[src/rtl/pooling_pkg.sv]
// Shared types and elaboration helpers for the pooling window controller.
package pooling_pkg;

  typedef enum logic [1:0] {
    ST_IDLE = 2'd0,
    ST_CMP  = 2'd1,
    ST_EMIT = 2'd2
  } pool_state_e;

  // Ceiling log2; returns 0 for values <= 1.
  function automatic int unsigned logb2(input int unsigned v);
    int unsigned r;
    r = 0;
    for (int unsigned i = 0; i < 32; i++) begin
      if ((64'd1 << i) < 64'(v)) r = i + 1;
    end
    return r;
  endfunction

  // Port width for an index range of v values; never zero.
  function automatic int unsigned width_of(input int unsigned v);
    return (logb2(v) == 0) ? 1 : logb2(v);
  endfunction

  function automatic int unsigned pool_out(input int unsigned in_size, input int unsigned k);
    return in_size / k;
  endfunction

endpackage

[src/rtl/pooling_window_ctrl_if.sv]
// Row/compare/pooled-row handshake bundle; pool_mode/avg_shift exist only with POOL_AVG_EN.
interface pooling_window_ctrl_if #(
  parameter int unsigned INPUT_SIZE    = 6,
  parameter int unsigned KERNEL_SIZE   = 2,
  parameter int unsigned TOTAL_FEATURE = 4
);
  import pooling_pkg::*;

  localparam int unsigned SEL_W  = width_of(KERNEL_SIZE);
  localparam int unsigned ROW_W  = width_of(pool_out(INPUT_SIZE, KERNEL_SIZE));
  localparam int unsigned FEAT_W = width_of(TOTAL_FEATURE);

  logic              in_valid;
  logic              in_ready;
  logic              cmp_en;
  logic [SEL_W-1:0]  cmp_sel;
  logic              win_first;
  logic              out_valid;
  logic              out_ready;
  logic [ROW_W-1:0]  out_row;
  logic [FEAT_W-1:0] out_feature;
  logic              frame_done;
`ifdef POOL_AVG_EN
  logic              pool_mode;
  logic [7:0]        avg_shift;

  modport master (
    output in_valid, out_ready, pool_mode,
    input  in_ready, cmp_en, cmp_sel, win_first, out_valid, out_row, out_feature,
           frame_done, avg_shift
  );
  modport slave (
    input  in_valid, out_ready, pool_mode,
    output in_ready, cmp_en, cmp_sel, win_first, out_valid, out_row, out_feature,
           frame_done, avg_shift
  );
`else
  modport master (
    output in_valid, out_ready,
    input  in_ready, cmp_en, cmp_sel, win_first, out_valid, out_row, out_feature,
           frame_done
  );
  modport slave (
    input  in_valid, out_ready,
    output in_ready, cmp_en, cmp_sel, win_first, out_valid, out_row, out_feature,
           frame_done
  );
`endif

endinterface

[src/rtl/pool_idx_counter.sv]
// Tracks input row, window row, pooled row and feature index across a frame.
module pool_idx_counter
  import pooling_pkg::*;
#(
  parameter  int unsigned INPUT_SIZE    = 6,
  parameter  int unsigned KERNEL_SIZE   = 2,
  parameter  int unsigned TOTAL_FEATURE = 4,
  localparam int unsigned SEL_W         = width_of(KERNEL_SIZE),
  localparam int unsigned ROW_W         = width_of(pool_out(INPUT_SIZE, KERNEL_SIZE)),
  localparam int unsigned FEAT_W        = width_of(TOTAL_FEATURE)
) (
  input  logic              clk,
  input  logic              rst_n,
  input  logic              i_adv,
`ifdef POOL_AVG_EN
  output logic              o_row_first,
`endif
  output logic [SEL_W-1:0]  o_win,
  output logic [ROW_W-1:0]  o_prow,
  output logic [FEAT_W-1:0] o_feature,
  output logic              o_remainder,
  output logic              o_frame_last
);

  localparam int unsigned IN_W = width_of(INPUT_SIZE);
  localparam int unsigned USED = pool_out(INPUT_SIZE, KERNEL_SIZE) * KERNEL_SIZE;

  localparam logic [IN_W-1:0]   ROW_LAST  = IN_W'(INPUT_SIZE - 1);
  localparam logic [IN_W:0]     USED_ROWS = (IN_W + 1)'(USED);
  localparam logic [SEL_W-1:0]  WIN_LAST  = SEL_W'(KERNEL_SIZE - 1);
  localparam logic [ROW_W-1:0]  PROW_LAST = ROW_W'(pool_out(INPUT_SIZE, KERNEL_SIZE) - 1);
  localparam logic [FEAT_W-1:0] FEAT_LAST = FEAT_W'(TOTAL_FEATURE - 1);

  logic [IN_W-1:0]   r_row;
  logic [SEL_W-1:0]  r_win;
  logic [ROW_W-1:0]  r_prow;
  logic [FEAT_W-1:0] r_feature;

  // Pooled row saturates in the remainder region; remainder rows never reach CMP.
  always_ff @(posedge clk or negedge rst_n) begin
    if (!rst_n) begin
      r_row     <= '0;
      r_win     <= '0;
      r_prow    <= '0;
      r_feature <= '0;
    end else if (i_adv) begin
      if (r_row == ROW_LAST) begin
        r_row     <= '0;
        r_win     <= '0;
        r_prow    <= '0;
        r_feature <= (r_feature == FEAT_LAST) ? '0 : r_feature + 1'b1;
      end else begin
        r_row <= r_row + 1'b1;
        if (r_win == WIN_LAST) begin
          r_win <= '0;
          if (r_prow != PROW_LAST) r_prow <= r_prow + 1'b1;
        end else begin
          r_win <= r_win + 1'b1;
        end
      end
    end
  end

  assign o_win        = r_win;
  assign o_prow       = r_prow;
  assign o_feature    = r_feature;
  assign o_remainder  = ({1'b0, r_row} >= USED_ROWS);
  assign o_frame_last = (r_row == ROW_LAST) && (r_feature == FEAT_LAST);
`ifdef POOL_AVG_EN
  assign o_row_first  = (r_row == '0);
`endif

endmodule

[src/rtl/pooling_window_ctrl.sv]
// Non-overlapping pooling window sequencer: row accept, K compare cycles, pooled-row emit.
// Optional average mode enabled by defining POOL_AVG_EN.
module pooling_window_ctrl
  import pooling_pkg::*;
#(
  parameter int unsigned INPUT_SIZE    = 6,
  parameter int unsigned KERNEL_SIZE   = 2,
  parameter int unsigned TOTAL_FEATURE = 4
) (
  input logic                 clk,
  input logic                 rst_n,
  pooling_window_ctrl_if.slave bus
);

  localparam int unsigned SEL_W  = width_of(KERNEL_SIZE);
  localparam int unsigned ROW_W  = width_of(pool_out(INPUT_SIZE, KERNEL_SIZE));
  localparam int unsigned FEAT_W = width_of(TOTAL_FEATURE);
  localparam logic [SEL_W-1:0] SEL_LAST = SEL_W'(KERNEL_SIZE - 1);

  pool_state_e       r_state;
  logic [SEL_W-1:0]  r_sel;
  logic              r_win_first;
  logic              r_last_win;
  logic              r_frame_last;
  logic              r_frame_done;
  logic [ROW_W-1:0]  r_out_row;
  logic [FEAT_W-1:0] r_out_feature;

  logic              w_accept;
  logic [SEL_W-1:0]  w_win;
  logic [ROW_W-1:0]  w_prow;
  logic [FEAT_W-1:0] w_feature;
  logic              w_remainder;
  logic              w_frame_last;

  assign w_accept = bus.in_valid && (r_state == ST_IDLE);

`ifdef POOL_AVG_EN
  localparam logic [7:0] AVG_SHIFT = 8'(2 * logb2(KERNEL_SIZE));
  logic w_row_first;
  logic r_avg_mode;

  if ((KERNEL_SIZE & (KERNEL_SIZE - 1)) != 0) begin : g_kernel_pow2
    $error("pooling_window_ctrl: KERNEL_SIZE must be a power of two for average pooling");
  end
`endif

  pool_idx_counter #(
    .INPUT_SIZE   (INPUT_SIZE),
    .KERNEL_SIZE  (KERNEL_SIZE),
    .TOTAL_FEATURE(TOTAL_FEATURE)
  ) u_idx (
    .clk         (clk),
    .rst_n       (rst_n),
    .i_adv       (w_accept),
`ifdef POOL_AVG_EN
    .o_row_first (w_row_first),
`endif
    .o_win       (w_win),
    .o_prow      (w_prow),
    .o_feature   (w_feature),
    .o_remainder (w_remainder),
    .o_frame_last(w_frame_last)
  );

  // Frame end is flagged either after the last EMIT handshake or, when the
  // final input row is a dropped remainder row, right after that row.
  always_ff @(posedge clk or negedge rst_n) begin
    if (!rst_n) begin
      r_state       <= ST_IDLE;
      r_sel         <= '0;
      r_win_first   <= 1'b0;
      r_last_win    <= 1'b0;
      r_frame_last  <= 1'b0;
      r_frame_done  <= 1'b0;
      r_out_row     <= '0;
      r_out_feature <= '0;
    end else begin
      r_frame_done <= 1'b0;
      case (r_state)
        ST_IDLE: begin
          if (w_accept) begin
            if (w_remainder) begin
              r_frame_done <= w_frame_last;
            end else begin
              r_state       <= ST_CMP;
              r_sel         <= '0;
              r_win_first   <= (w_win == '0);
              r_last_win    <= (w_win == SEL_LAST);
              r_frame_last  <= w_frame_last;
              r_out_row     <= w_prow;
              r_out_feature <= w_feature;
            end
          end
        end
        ST_CMP: begin
          if (r_sel == SEL_LAST) r_state <= r_last_win ? ST_EMIT : ST_IDLE;
          else                   r_sel   <= r_sel + 1'b1;
        end
        ST_EMIT: begin
          if (bus.out_ready) begin
            r_state      <= ST_IDLE;
            r_frame_done <= r_frame_last;
          end
        end
        default: r_state <= ST_IDLE;
      endcase
    end
  end

`ifdef POOL_AVG_EN
  always_ff @(posedge clk or negedge rst_n) begin
    if (!rst_n)                       r_avg_mode <= 1'b0;
    else if (w_accept && w_row_first && (w_feature == '0)) r_avg_mode <= bus.pool_mode;
  end

  assign bus.avg_shift = ((r_state == ST_EMIT) && r_avg_mode) ? AVG_SHIFT : '0;
`endif

  assign bus.in_ready    = (r_state == ST_IDLE);
  assign bus.cmp_en      = (r_state == ST_CMP);
  assign bus.cmp_sel     = (r_state == ST_CMP) ? r_sel : '0;
  assign bus.win_first   = (r_state == ST_CMP) && r_win_first;
  assign bus.out_valid   = (r_state == ST_EMIT);
  assign bus.out_row     = r_out_row;
  assign bus.out_feature = r_out_feature;
  assign bus.frame_done  = r_frame_done;

endmodule
[src/flat_wrapper.sv]
// flat-port wrapper written by rule: the top's interface ports become plain ports
module pooling_window_ctrl_flat import pooling_pkg::*;
#(
  parameter int unsigned INPUT_SIZE    = 6,
  parameter int unsigned KERNEL_SIZE   = 2,
  parameter int unsigned TOTAL_FEATURE = 4
)
  (clk, rst_n, bus_in_valid, bus_out_ready, bus_in_ready, bus_cmp_en, bus_cmp_sel, bus_win_first, bus_out_valid, bus_out_row, bus_out_feature, bus_frame_done);
  pooling_window_ctrl_if #(.INPUT_SIZE(INPUT_SIZE), .KERNEL_SIZE(KERNEL_SIZE), .TOTAL_FEATURE(TOTAL_FEATURE)) bus_i ();
  input logic clk;
  input logic rst_n;
  input wire logic [$bits(bus_i.in_valid)-1:0] bus_in_valid;
  input wire logic [$bits(bus_i.out_ready)-1:0] bus_out_ready;
  output wire logic [$bits(bus_i.in_ready)-1:0] bus_in_ready;
  output wire logic [$bits(bus_i.cmp_en)-1:0] bus_cmp_en;
  output wire logic [$bits(bus_i.cmp_sel)-1:0] bus_cmp_sel;
  output wire logic [$bits(bus_i.win_first)-1:0] bus_win_first;
  output wire logic [$bits(bus_i.out_valid)-1:0] bus_out_valid;
  output wire logic [$bits(bus_i.out_row)-1:0] bus_out_row;
  output wire logic [$bits(bus_i.out_feature)-1:0] bus_out_feature;
  output wire logic [$bits(bus_i.frame_done)-1:0] bus_frame_done;
  assign bus_i.in_valid = bus_in_valid;
  assign bus_i.out_ready = bus_out_ready;
  assign bus_in_ready = bus_i.in_ready;
  assign bus_cmp_en = bus_i.cmp_en;
  assign bus_cmp_sel = bus_i.cmp_sel;
  assign bus_win_first = bus_i.win_first;
  assign bus_out_valid = bus_i.out_valid;
  assign bus_out_row = bus_i.out_row;
  assign bus_out_feature = bus_i.out_feature;
  assign bus_frame_done = bus_i.frame_done;
  pooling_window_ctrl #(.INPUT_SIZE(INPUT_SIZE), .KERNEL_SIZE(KERNEL_SIZE), .TOTAL_FEATURE(TOTAL_FEATURE)) u_core (.clk(clk), .rst_n(rst_n), .bus(bus_i));
endmodule
[config.mk]
export PLATFORM = sky130hd
export DESIGN_NAME = pooling_window_ctrl_flat
export DESIGN_NICKNAME = d
export VERILOG_FILES = /design/src/rtl/pooling_pkg.sv /design/src/rtl/pooling_window_ctrl_if.sv /design/src/rtl/pool_idx_counter.sv /design/src/rtl/pooling_window_ctrl.sv /design/src/flat_wrapper.sv
export SDC_FILE = /design/constraint.sdc
export NUM_CORES = 1
export LEC_CHECK = 0
export ABC_CLOCK_PERIOD_IN_PS = 2700
export BUFFER_PORTS_ARGS = -buffer_cell sky130_fd_sc_hd__buf_4
export CAP_MARGIN = 20
export CORE_UTILIZATION = 61
export CTS_BUF_LIST = sky130_fd_sc_hd__clkbuf_8
export DETAILED_ROUTE_END_ITERATION = 7
export GPL_TIMING_DRIVEN = 0
export PLACE_DENSITY_LB_ADDON = 0.05
export SLEW_MARGIN = 10
export SYNTH_ARGS = -nofsm -noshare
export SYNTH_HDL_FRONTEND = slang
export SYNTH_SLANG_ARGS = --single-unit
[constraint.sdc]
create_clock -name clk -period 2.7 [get_ports clk]
set_clock_uncertainty 0.15 [all_clocks]
set_input_delay 0.405 -clock clk [delete_from_list [all_inputs] [get_ports clk]]
set_output_delay 0.405 -clock clk [all_outputs]
set_load 0.02 [all_outputs]
Yosys cells after proc, flatten, opt, wreduce, memory -nomap -nowiden
Index checks and enable logic that the tools add are counted.

storage, ports and cells
  bits in registers = 19
  bits in latches = 0
  bits in writable memories = 0
  ROM bits = 0
  word-level logic and storage cells = 63
  memories kept = 0

cells by class
  add/subtract/negate cells = 5
  multiply operators = 0
  div/mod/pow operators = 0
  $lt $le $gt $ge = 1
  equal/unequal tests = 9
  shift operators = 0
  muxes and demuxes = 22
  bitwise operators = 2
  reduce and logical (&&, ||, !) cells = 12

operators by type and width
  operator                                                                 number
  2-bit two-way mux                                                        9
  1-bit two-way mux                                                        9
  3-bit AND reduction                                                      3
  2-bit inequality test, second input constant                             3
  2-bit case mux with 3 select lines                                       1
  2-bit nonzero test                                                       3
  2-bit by 1-bit adder with 2-bit output, second input constant            2
  2-bit == test, second input constant                                     2
  2-bit by 1-bit inequality test with 1-bit output, second input constant  2
  1-bit case mux with 2 select lines                                       2
  4-bit AND reduction                                                      1
  3-bit by 1-bit adder with 3-bit output, second input constant            1
  3-bit == test, second input constant                                     1
  3-bit greater-or-equal comparator, second input constant                 1
  1-bit logical AND                                                        3
  3-bit two-way mux                                                        1
  1-bit adder, second input constant                                       2
  2-bit by 1-bit == test with 1-bit output, second input constant          1
  2-bit logical NOT                                                        1
  1-bit inverter                                                           2
  2-bit AND reduction                                                      1

Longest topological paths before layout
Gate-level depths: netlist of the first run.

  depth in word-level cells = 5
  mapped depth = 5
  depth with buffers taken out = 5

Hierarchy
A second synthesis of the first run with hierarchy kept.

unflattened totals
  cell total of the unflattened synthesis = 72
  area total of the unflattened synthesis = 897.1 sq um

by module, submodules not included
  module               times used  cells an instance  area an instance (sq um)
  pooling_window_ctrl  1           35                 474.2
  pool_idx_counter     1           37                 422.9

Worst setup path after synthesis of the first run
Ideal clock, no wire load.

  kind = register to output
  start = register u_core.r_state[0]
  end = output port bus_cmp_sel
  arrival time = 1222 ps
  required time = 2145 ps
  setup slack = 923 ps
  cell stages (with the launch flop) = 3
  path buffers = 0
  cell sequence = dfrtp_1 -> nor2b_1 -> and2_1

on the way
  cells in the longest elaborated chain, start to end = 2

ends and longest elaborated chain
  item                                      RTL line                    text
  start: declaration                        pooling_window_ctrl.sv:20   pool_state_e r_state;
  start signal: assignment                  pooling_window_ctrl.sv:97   if (r_sel == SEL_LAST) r_state <= r_last_win ? ST_EMIT : ST_IDLE;
  2-bit by 1-bit == test with 1-bit output  -
  named net bus_cmp_en                      flat_wrapper.sv:15          output wire logic [$bits(bus_i.cmp_en)-1:0] bus_cmp_en;
  1-bit two-way mux                         pooling_window_ctrl.sv:122  assign bus.cmp_sel = (r_state == ST_CMP) ? r_sel : '0;
  end: declaration                          flat_wrapper.sv:16          output wire logic [$bits(bus_i.cmp_sel)-1:0] bus_cmp_sel;

The timed path passes the listed nets, and every way through them passes these cells.

Worst setup path in the final report of the first run
  start = register u_core.r_state[0]
  end = output port bus_cmp_sel

on the way
  cells in the longest elaborated chain, start to end = 2

ends and longest elaborated chain
  item                                      RTL line
  2-bit by 1-bit == test with 1-bit output  pooling_window_ctrl.sv:122
  1-bit two-way mux                         pooling_window_ctrl.sv:122

Every way passes these cells.

==> results of run 1 <==
placed cells by master, fill, tap and decap left out, types with 3 or more instances in the layout:
master | Yosys | layout
nand3b_1 | 4 | 4
buf_4 | 0 | 13
clkbuf_8 | 0 | 3
mux2_1 | 3 | 3
nor2b_1 | 3 | 3
mux2_2 | 7 | 7
inv_1 | 5 | 6
nor2_1 | 4 | 4
dfrtp_1 | 19 | 19
nand2_1 | 4 | 4
layout make-up:
cell class                      count  area share, %
Timing Repair Buffer               14          10.46
Multi-Input combinational cell     45          35.28
Tap cell                           15          1.825
Clock buffer                        3          4.015
Clock inverter                      1         0.3650
Inverter                            5          1.825
Sequential cell                    19          46.23
sequential cells by signal, summed over array words and instances (netlist names):
signal,flops
u_core.u_idx.o_feature,2
u_core.r_state,2
u_core.u_idx.o_prow,2
u_core.u_idx.r_row,3
u_core.u_idx.o_win,1
u_core.r_last_win,1
u_core.bus.out_feature,2
u_core.bus.out_row,2
u_core.r_sel,1
u_core.r_win_first,1
u_core.r_frame_last,1
u_core.bus.frame_done,1
how the worst max path moves through the flow:
stage,start,end
5_1_grt,u_core.r_state[0]$_DFFE_PN0P_,bus_cmp_sel
3_3_place_gp,u_core.r_state[0]$_DFFE_PN0P_,bus_cmp_sel
3_5_place_dp,u_core.r_state[0]$_DFFE_PN0P_,bus_cmp_sel
2_1_floorplan,u_core.r_state[0]$_DFFE_PN0P_,bus_cmp_sel
6_report,u_core.r_state[0]$_DFFE_PN0P_,bus_cmp_sel
4_1_cts,u_core.r_state[0]$_DFFE_PN0P_,bus_cmp_sel
cell families after synthesis:
| kind of cell | Yosys count | synth area share, % |
|---|---|---|
| buf+inv | 5 | 2.190 |
| xor+xnor | 1 | 1.022 |
| compound gates | 6 | 4.526 |
| mux | 12 | 15.47 |
| fa+ha+maj | 2 | 2.919 |
| simple gates | 24 | 18.39 |
| flops | 19 | 55.47 |
per-stage QoR:
| step | util, % | hold WS [ns] | setup slack (ns) | power, mW | instance area [um^2] |
|---|---|---|---|---|---|
| finish | 79.04 | 0.2623 | 0.7387 | 1.257 | 1028 |
| global route | 79.04 | 0.2496 | 0.6465 | 1.344 | 1028 |
| detailed placement | 74.81 | 0.1372 | 1.040 | 1.074 | 973.4 |
| global placement | 74.81 | 0.1351 | 1.070 | 1.047 | 973.4 |
| CTS | 79.04 | 0.2565 | 0.7451 | 1.270 | 1028 |
| floorplan | - | -0.04059 | 0.9227 | 0.8888 | 857.1 |
metal layers:
layer,GRT usage (%),wire length [um]
met1,23.42,608
met2,37.30,692
met4,10.34,12
met3,5.114,46
met5,0,0
worst reg2reg max path: stages (launching register included):
cell	delay [ns]
dfrtp_1	0.47
or3b_4	0.47
nor2_4	0.11
mux2_1	0.32
power groups by stage:
stage,Sequential (mW),Clock [mW],Combinational [mW]
2_1_floorplan,0.536,0,0.353
3_3_place_gp,0.516,0,0.531
3_5_place_dp,0.526,0,0.548
4_1_cts,0.525,0.192,0.553
5_1_grt,0.541,0.207,0.596
6_report,0.524,0.187,0.545
cell usage after synthesis, drive strengths merged:
master / n / area (um^2)
a21oi: 2 / 10.01
nand2: 5 / 21.27
nor2: 5 / 26.27
nor3b: 1 / 18.77
nor2b: 3 / 18.77
inv: 5 / 18.77
dfrtp: 19 / 475.5
xnor2: 1 / 8.760
a32o: 1 / 10.01
o22ai: 1 / 6.260
mux2: 10 / 112.6
or3b: 1 / 11.26
and3: 1 / 6.260
nand3b: 4 / 30.03
a21o: 1 / 7.510
and2: 2 / 12.51
nand2b: 2 / 12.51
ha: 2 / 25.02
mux2i: 2 / 20.02
o21ai: 1 / 5.000
timing repair:
item	4_1_cts	5_1_grt
hold buffers	1	0
resized for setup	0	0
hold endpoints to repair	19	0
buffers inserted	0	0
==> flow_metrics.py, run 1 <==
metrics = {
    "clocking": {
        "cts-buffers-inserted": 3,
        "cts_max_level": 1,
        "clockRootBuffer": "clkbuf_8",
        "insertion_delay_ns": 0.25,
        "clock_sinks": 19,
        "cts_buffer_depth": 2,
        "tritoncts": "yes",
        "cts.clk_slew.worst_paths_ns": 0.07,
    },
    "worst_hold_path": {
        "hold-path-endpoint": "u_core.bus.frame_done$_DFF_PN0_",
        "hold_depth": 2,
        "hold_class": "in2reg",
        "min_from": "bus_out_ready",
    },
    "synthesis": {
        "netlist_area_um2": 857.1,
        "ys_types": 23,
        "synth_seq_cells": 19,
        "avgSynthCellArea_um2": 12.42,
        "seq_area_frac_synth_pct": 55.47,
        "syn-num-nets": 75,
        "synth_cells": 69,
        "yosysWarnings": 0,
    },
    "critical_path": {
        "r2r-start": "u_core.r_state[1]$_DFFE_PN0P_",
        "path_cells": "nor2b_1, and2_1, buf_4",
        "arrival_ns": 1.41,
        "cp.depth": 3,
        "required_ns": 2.14,
        "critical_path.top_delay_family": "simple AND/OR/NAND/NOR gates",
        "startpoint_type": "flip-flop",
        "worstPathMaxFanout": 7,
        "r2r_slack_ns": 1.07,
        "r2r-end": "u_core.u_idx.o_feature[0]$_DFFE_PN0P_",
        "reg2regPathDepth": 3,
        "path_class": "reg2out",
        "crit_buf_inv": 1,
        "critPathMaxStageDelay_ns": 0.50,
        "worstSetupEndpointType": "output port",
        "crit_path_top_delay_cell": "dfrtp_1",
    },
    "pwr": {
        "leakage_nw": 0.5085,
        "p_sw_mw": 0.4665,
        "swShare_pct": 37.11,
        "power_density_mw_per_mm2": 1222,
        "intPower_mw": 0.7904,
        "pwr-share-comb_pct": 43.4,
        "p_seq_share_pct": 41.7,
        "clkPwrFrac_pct": 14.9,
        "max-vdd-ir-drop_uv": 693.7,
    },
    "grt": {
        "grt_overflow": 0,
        "grt_max_degree": 20,
        "grt_pass1_wl_um": 2076,
        "antenna_found_initial": 0,
        "grt_use_total_pct": 21.21,
        "grt_pass1_vias": 485,
    },
    "sta": {
        "setup_tns_ns": 0,
        "max_freq_mhz": 509.9,
        "rsz0062_at_grt": "false",
        "worst_slew_pin_slew_ns": 0.3268,
        "slew_viol_final": 0,
        "maxSlewHeadroom_pct": 78.17,
        "setup_viol_count_final": 0,
        "period_share_pct": 72.64,
        "hold_viol_final": 0,
        "min_period_ns": 1.961,
    },
    "route": {
        "totalWireLength_um": 1360,
        "drtIter0Drc": 10,
        "via_per_inst": 5.216,
        "wl_per_cell_um": 13.33,
        "drcViolationCount": 0,
        "drt_pass1_iterations": 6,
        "ant_nets": 0,
        "via_count": 532,
    },
    "final_layout": {
        "fin_cells": 102,
        "antennaDiodeCount": 0,
        "multi_input_area_um2": 362.8,
        "area_growth_pct": 20.00,
        "final.fill_count": 89,
        "drive_above_1_share_pct": 31.03,
        "nets": 94,
        "regArea_um2": 475.5,
    },
    "job": {
        "drv_cap": 0,
    },
    "die": {
        "die-area_mm2": 0.001559,
        "die_w_um": 39.49,
        "row_count": 13,
        "start_util_pct": 65.87,
        "die_h_um": 39.49,
        "coreArea_mm2": 0.001301,
        "num_io_pins": 14,
    },
    "outcome": {
        "status": "completed",
    },
    "placed_design": {
        "dp.cells": 97,
        "post-dp-hpwl_um": 954.8,
        "place.gp.congestion": 0.6421,
        "port_buffers": 13,
    },
}
Power figures use the tool's default switching activity.
==> run 2: changes to the inputs <==
- ABC_CLOCK_PERIOD_IN_PS: 2700 -> 1700
- CORE_UTILIZATION: 61 -> 51
- clock period: 2.7 -> 1.7 ns (I/O delays scaled with it)
==> flow_metrics.py, run 2 (synthesized netlist as in run 1, its figures left out) <==
metrics = {
    "critical_path": {
        "required_ns": 1.68,
        "worstPathMaxFanout": 7,
        "arrival_ns": 1.61,
        "path_cells": "or3b_4, nor2_4, mux2_1",
        "cp-startpoint": "u_core.r_state[1]$_DFFE_PN0P_",
        "r2r-start": "u_core.r_state[1]$_DFFE_PN0P_",
        "path_class": "reg2reg",
        "critPathMaxStageDelay_ns": 0.47,
        "startpoint_type": "flip-flop",
        "crit_path_top_delay_cell": "dfrtp_2",
        "worstSetupEndpointType": "flip-flop",
    },
    "sta": {
        "rsz0062_at_grt": "false",
        "slew_viol_final": 0,
        "worst_slew_pin_slew_ns": 0.2609,
        "setup_tns_ns": 0,
        "maxSlewHeadroom_pct": 82.59,
        "hold_ws_ns": 0.1041,
        "max_freq_mhz": 614.2,
        "min_period_ns": 1.628,
        "period_share_pct": 95.78,
        "setup_viol_count_final": 0,
        "hold_viol_final": 0,
    },
    "pwr": {
        "max-vdd-ir-drop_uv": 971.8,
        "power_density_mw_per_mm2": 1919,
        "p_total_mw": 2.004,
        "leakage_nw": 0.5123,
    },
    "placed_design": {
        "port_buffers": 13,
        "dp.cells": 98,
        "post-dp-hpwl_um": 896.8,
        "place.gp.congestion": 0.7090,
        "postPlaceCellArea_um2": 974.7,
    },
    "job": {
        "drv_cap": 0,
    },
    "outcome": {
        "status": "completed",
    },
    "die": {
        "num_io_pins": 14,
        "die_w_um": 43.00,
        "row_count": 14,
        "start_util_pct": 55.60,
        "die_h_um": 43.00,
        "coreArea_mm2": 0.001541,
        "die-area_mm2": 0.001849,
    },
    "final_layout": {
        "regMostFlops": "u_core.u_idx.r_row",
        "final.fill_count": 112,
        "area_growth_pct": 21.90,
        "nets": 94,
        "regArea_um2": 478.0,
        "drive_above_1_share_pct": 34.48,
        "fin_area_mm2": 0.001045,
        "antennaDiodeCount": 0,
        "fin_cells": 103,
        "largest_reg_flops": 3,
        "multi_input_area_um2": 375.4,
        "final_cell_mix": "17 x dfrtp_1, 13 x buf_4, 7 x mux2_2",
        "final_common_cell": "dfrtp_1",
    },
    "clocking": {
        "cts_max_level": 1,
        "cts.clk_slew.worst_paths_ns": 0.07,
        "clockRootBuffer": "clkbuf_8",
        "cts_buffer_depth": 2,
        "insertion_delay_ns": 0.25,
        "cts-buffers-inserted": 3,
        "tritoncts": "yes",
        "clock_sinks": 19,
    },
    "grt": {
        "grt_pass1_wl_um": 2173,
        "grt_overflow": 0,
        "grt_use_total_pct": 16.41,
        "grt_max_degree": 20,
        "antenna_found_initial": 0,
        "grt_pass1_vias": 523,
    },
    "worst_hold_path": {
        "hold_class": "in2reg",
        "min_from": "bus_out_ready",
    },
    "route": {
        "ant_nets": 0,
        "via_per_inst": 5.107,
        "totalWireLength_um": 1231,
        "wl_per_cell_um": 11.95,
        "via_count": 526,
        "drtIter0Drc": 3,
        "drt_pass1_iterations": 3,
        "drcViolationCount": 0,
    },
}
==> run 2: path summary, 6_finish.rpt <==
| kind | to | slack [ns] | cells after the start |
|---|---|---|---|
| min in group asynchronous | u_core.bus.out_feature[1]$_DFFE_PN0P_ | 0.26 | 2 |
| worst min-delay path | u_core.bus.frame_done$_DFF_PN0_ | 0.10 | 2 |
| max in group asynchronous | u_core.r_state[0]$_DFFE_PN0P_ | 0.93 | 2 |
| worst max register to register | u_core.u_idx.o_feature[0]$_DFFE_PN0P_ | 0.07 | 3 |
| worst max-delay path | u_core.u_idx.o_feature[0]$_DFFE_PN0P_ | 0.07 | 3 |
| worst min register to register | u_core.r_last_win$_DFFE_PN0P_ | 0.34 | 1 |
==> run 2: critical path, delay by kind of cell, from the launching register on <==
family	cells	cell delay, ns
AND/OR/NAND/NOR	2	0.57
flip-flops	1	0.47
multiplexers	1	0.32
==> run 2: layout make-up <==
type / count / area share [%]
clock inverter: 1 / 0.3593
clock buffer: 3 / 3.952
timing repair buffer: 14 / 10.30
sequential: 19 / 45.75
multi-input combinational: 45 / 35.93
tap: 16 / 1.916
inverter: 5 / 1.796
==> run 2: stage by stage <==
stage | utilization (%) | worst slack, ns
2_1_floorplan | - | 0.07272
3_3_place_gp | 63.23 | 0.07617
3_5_place_dp | 63.23 | 0.07506
4_1_cts | 67.05 | 0.05227
5_1_grt | 67.78 | 0.02577
6_report | 67.78 | 0.07182
==> run 2: what timing repair did <==
| item | 4_1_cts | 5_1_grt |
|---|---|---|
| setup buffers | 0 | 0 |
| gates resized for setup | 2 | 3 |
| hold buffers | 1 | 0 |
| setup endpoints to repair | 2 | 3 |
| hold endpoints to repair | 19 | 0 |
==> run 2: per-layer routing <==
metal  wire length [um]  GRT usage, %  part of all wire (%)
met5                  0             0                     0
met4                 19         9.091                   1.5
met3                 43         3.830                   3.5
met2                559         25.15                    45
met1                607         21.41                    49
==> run 2: power by group <==
group / internal [mW] / switching, mW / leakage (nW)
combinational: 0.458 / 0.419 / 0.252
sequential: 0.657 / 0.175 / 0.233
clock: 0.160 / 0.135 / 0.0269
total: 1.28 / 0.729 / 0.512
==> run 3: changes to the inputs <==
- ABC_CLOCK_PERIOD_IN_PS: 1700 -> 1400
- BUFFER_PORTS_ARGS: -buffer_cell sky130_fd_sc_hd__buf_4 -> -buffer_cell sky130_fd_sc_hd__buf_2
- clock period: 1.7 -> 1.4 ns (I/O delays scaled with it)
==> flow_metrics.py, run 3 (synthesized netlist as in run 1, its figures left out) <==
metrics = {
    "final_layout": {
        "antennaDiodeCount": 0,
        "largest_reg_flops": 3,
        "multi_input_area_um2": 419.2,
        "area_growth_pct": 33.14,
        "final.fill_count": 105,
        "nets": 101,
        "regMostFlops": "u_core.u_idx.r_row",
        "drive_above_1_share_pct": 51.06,
        "final_cell_mix": "17 x dfrtp_1, 8 x buf_2, 7 x mux2_2, 7 x buf_4",
        "regArea_um2": 478.0,
        "fin_area_mm2": 0.001141,
        "final_common_cell": "dfrtp_1",
    },
    "critical_path": {
        "path_class": "reg2reg",
        "worstSetupEndpointType": "flip-flop",
        "r2r-end": "u_core.u_idx.o_feature[1]$_DFFE_PN0P_",
        "required_ns": 1.39,
        "arrival_ns": 1.60,
        "worstPathMaxFanout": 6,
        "r2r_slack_ns": -0.20,
        "r2r-start": "u_core.r_state[0]$_DFFE_PN0P_",
        "reg2regPathDepth": 3,
        "startpoint_type": "flip-flop",
    },
    "sta": {
        "maxSlewHeadroom_pct": 71.99,
        "period_share_pct": 114.6,
        "hold_viol_final": 0,
        "max_freq_mhz": 623.3,
        "postLayoutSetupSlackWorst_ns": -0.2044,
        "slew_viol_final": 0,
        "min_period_ns": 1.604,
        "worst_slew_pin_slew_ns": 0.4201,
        "setup_viol_count_final": 20,
        "setup_tns_ns": -2.319,
        "rsz0062_at_grt": "true",
    },
    "pwr": {
        "leakage_nw": 0.5653,
        "p_total_mw": 2.785,
        "power_density_mw_per_mm2": 2441,
        "max-vdd-ir-drop_uv": 1292,
    },
    "outcome": {
        "status": "complete, but fails checks",
        "violations": "setup timing",
    },
    "clocking": {
        "clockRootBuffer": "clkbuf_8",
        "tritoncts": "yes",
        "cts-buffers-inserted": 3,
        "cts_max_level": 1,
        "cts.clk_slew.worst_paths_ns": 0.07,
        "cts_buffer_depth": 2,
        "insertion_delay_ns": 0.25,
        "clock_sinks": 19,
    },
    "grt": {
        "antenna_found_initial": 0,
        "grt_use_total_pct": 17.92,
        "grt_max_degree": 20,
        "grt_pass1_wl_um": 2366,
        "grt_pass1_vias": 547,
        "grt_overflow": 0,
    },
    "placed_design": {
        "postPlaceCellArea_um2": 947.2,
        "port_buffers": 13,
        "post-dp-hpwl_um": 909.1,
        "dp_slack_ns": -0.2106,
        "place.gp.congestion": 0.7078,
    },
    "route": {
        "via_count": 592,
        "wl_per_cell_um": 13.91,
        "drt_pass1_iterations": 4,
        "totalWireLength_um": 1530,
        "drcViolationCount": 0,
        "drtIter0Drc": 6,
        "via_per_inst": 5.382,
        "ant_nets": 0,
    },
    "worst_hold_path": {
        "hold_class": "in2reg",
        "hold_depth": 2,
        "hold-path-endpoint": "u_core.bus.frame_done$_DFF_PN0_",
        "min_from": "bus_out_ready",
    },
    "die": {
        "die_h_um": 43.00,
        "die-area_mm2": 0.001849,
        "row_count": 14,
        "die_w_um": 43.00,
        "start_util_pct": 55.60,
        "num_io_pins": 14,
        "coreArea_mm2": 0.001541,
    },
    "job": {
        "drv_cap": 0,
    },
}
==> run 3: cell count changes in the layout (fill, tap and decap cells not counted), moves of 2 or more <==
cell	change
and2_1	-2
and2_4	+2
buf_2	+8
buf_4	-6
buf_6	+5
mux2_1	-3
mux2_4	+3
==> run 3: worst max-delay path by stage <==
stage | start | end | slack, ns | cells after the start
finish | u_core.r_state[0]$_DFFE_PN0P_ | u_core.u_idx.o_feature[1]$_DFFE_PN0P_ | -0.20 | 3
global route | u_core.u_idx.r_row[1]$_DFFE_PN0N_ | u_core.u_idx.o_feature[1]$_DFFE_PN0P_ | -0.24 | 3
CTS | u_core.r_state[1]$_DFFE_PN0P_ | u_core.u_idx.o_feature[1]$_DFFE_PN0P_ | -0.18 | 3
detailed placement | u_core.r_state[0]$_DFFE_PN0P_ | u_core.u_idx.o_feature[1]$_DFFE_PN0P_ | -0.21 | 3
global placement | u_core.r_state[0]$_DFFE_PN0P_ | u_core.u_idx.o_feature[1]$_DFFE_PN0P_ | -0.20 | 3
floorplan | u_core.r_state[0]$_DFFE_PN0P_ | u_core.u_idx.o_feature[0]$_DFFE_PN0P_ | -0.15 | 3
==> run 3: worst max-delay path: stages (launching register included) <==
cell,delay (ns)
dfrtp_2,0.46
or3b_4,0.44
nor2_4,0.13
mux2_4,0.31
==> run 3: where the power goes <==
group	leakage, nW	total, mW	internal (mW)	switching, mW
Clock	0.0255	0.378	0.198	0.180
Sequential	0.233	1.02	0.797	0.219
Combinational	0.306	1.39	0.764	0.627
Total	0.565	2.79	1.76	1.03
==> run 3: routing by layer <==
metal / vias to the layer above / global-route usage (%) / routed length (um)
li1: 285 / - / -
met1: 292 / 22.75 / 692
met2: 10 / 29.70 / 778
met3: 5 / 3.830 / 40
met4: 0 / 7.273 / 18
met5: - / 0 / 0
==> run 3: repair_timing <==
item | 4_1_cts | 5_1_grt
endpoints found under the setup margin | 16 | 20
pin swaps | 3 | 6
hold buffers | 1 | 0
buffers inserted | 5 | 2
gates resized for setup | 6 | 18
hold endpoints to repair | 19 | 0
==> run 3: final cells by class <==
type,count,share of cell area (%)
sequential,19,41.89
clock inverter,1,0.4386
multi-input combinational,45,36.73
clock buffer,3,3.618
tap,16,1.754
timing repair buffer,21,13.93
inverter,5,1.645
==> run 3: through the flow <==
stage / hold WS [ns] / utilization, % / instances
4_1_cts: 0.07029 / 68.83 / 108
5_1_grt: 0.09312 / 74.03 / 110
3_5_place_dp: 0.01965 / 61.44 / 98
2_1_floorplan: -0.2356 / - / 69
3_3_place_gp: 0.01670 / 61.44 / 98
6_report: 0.07305 / 74.03 / 110
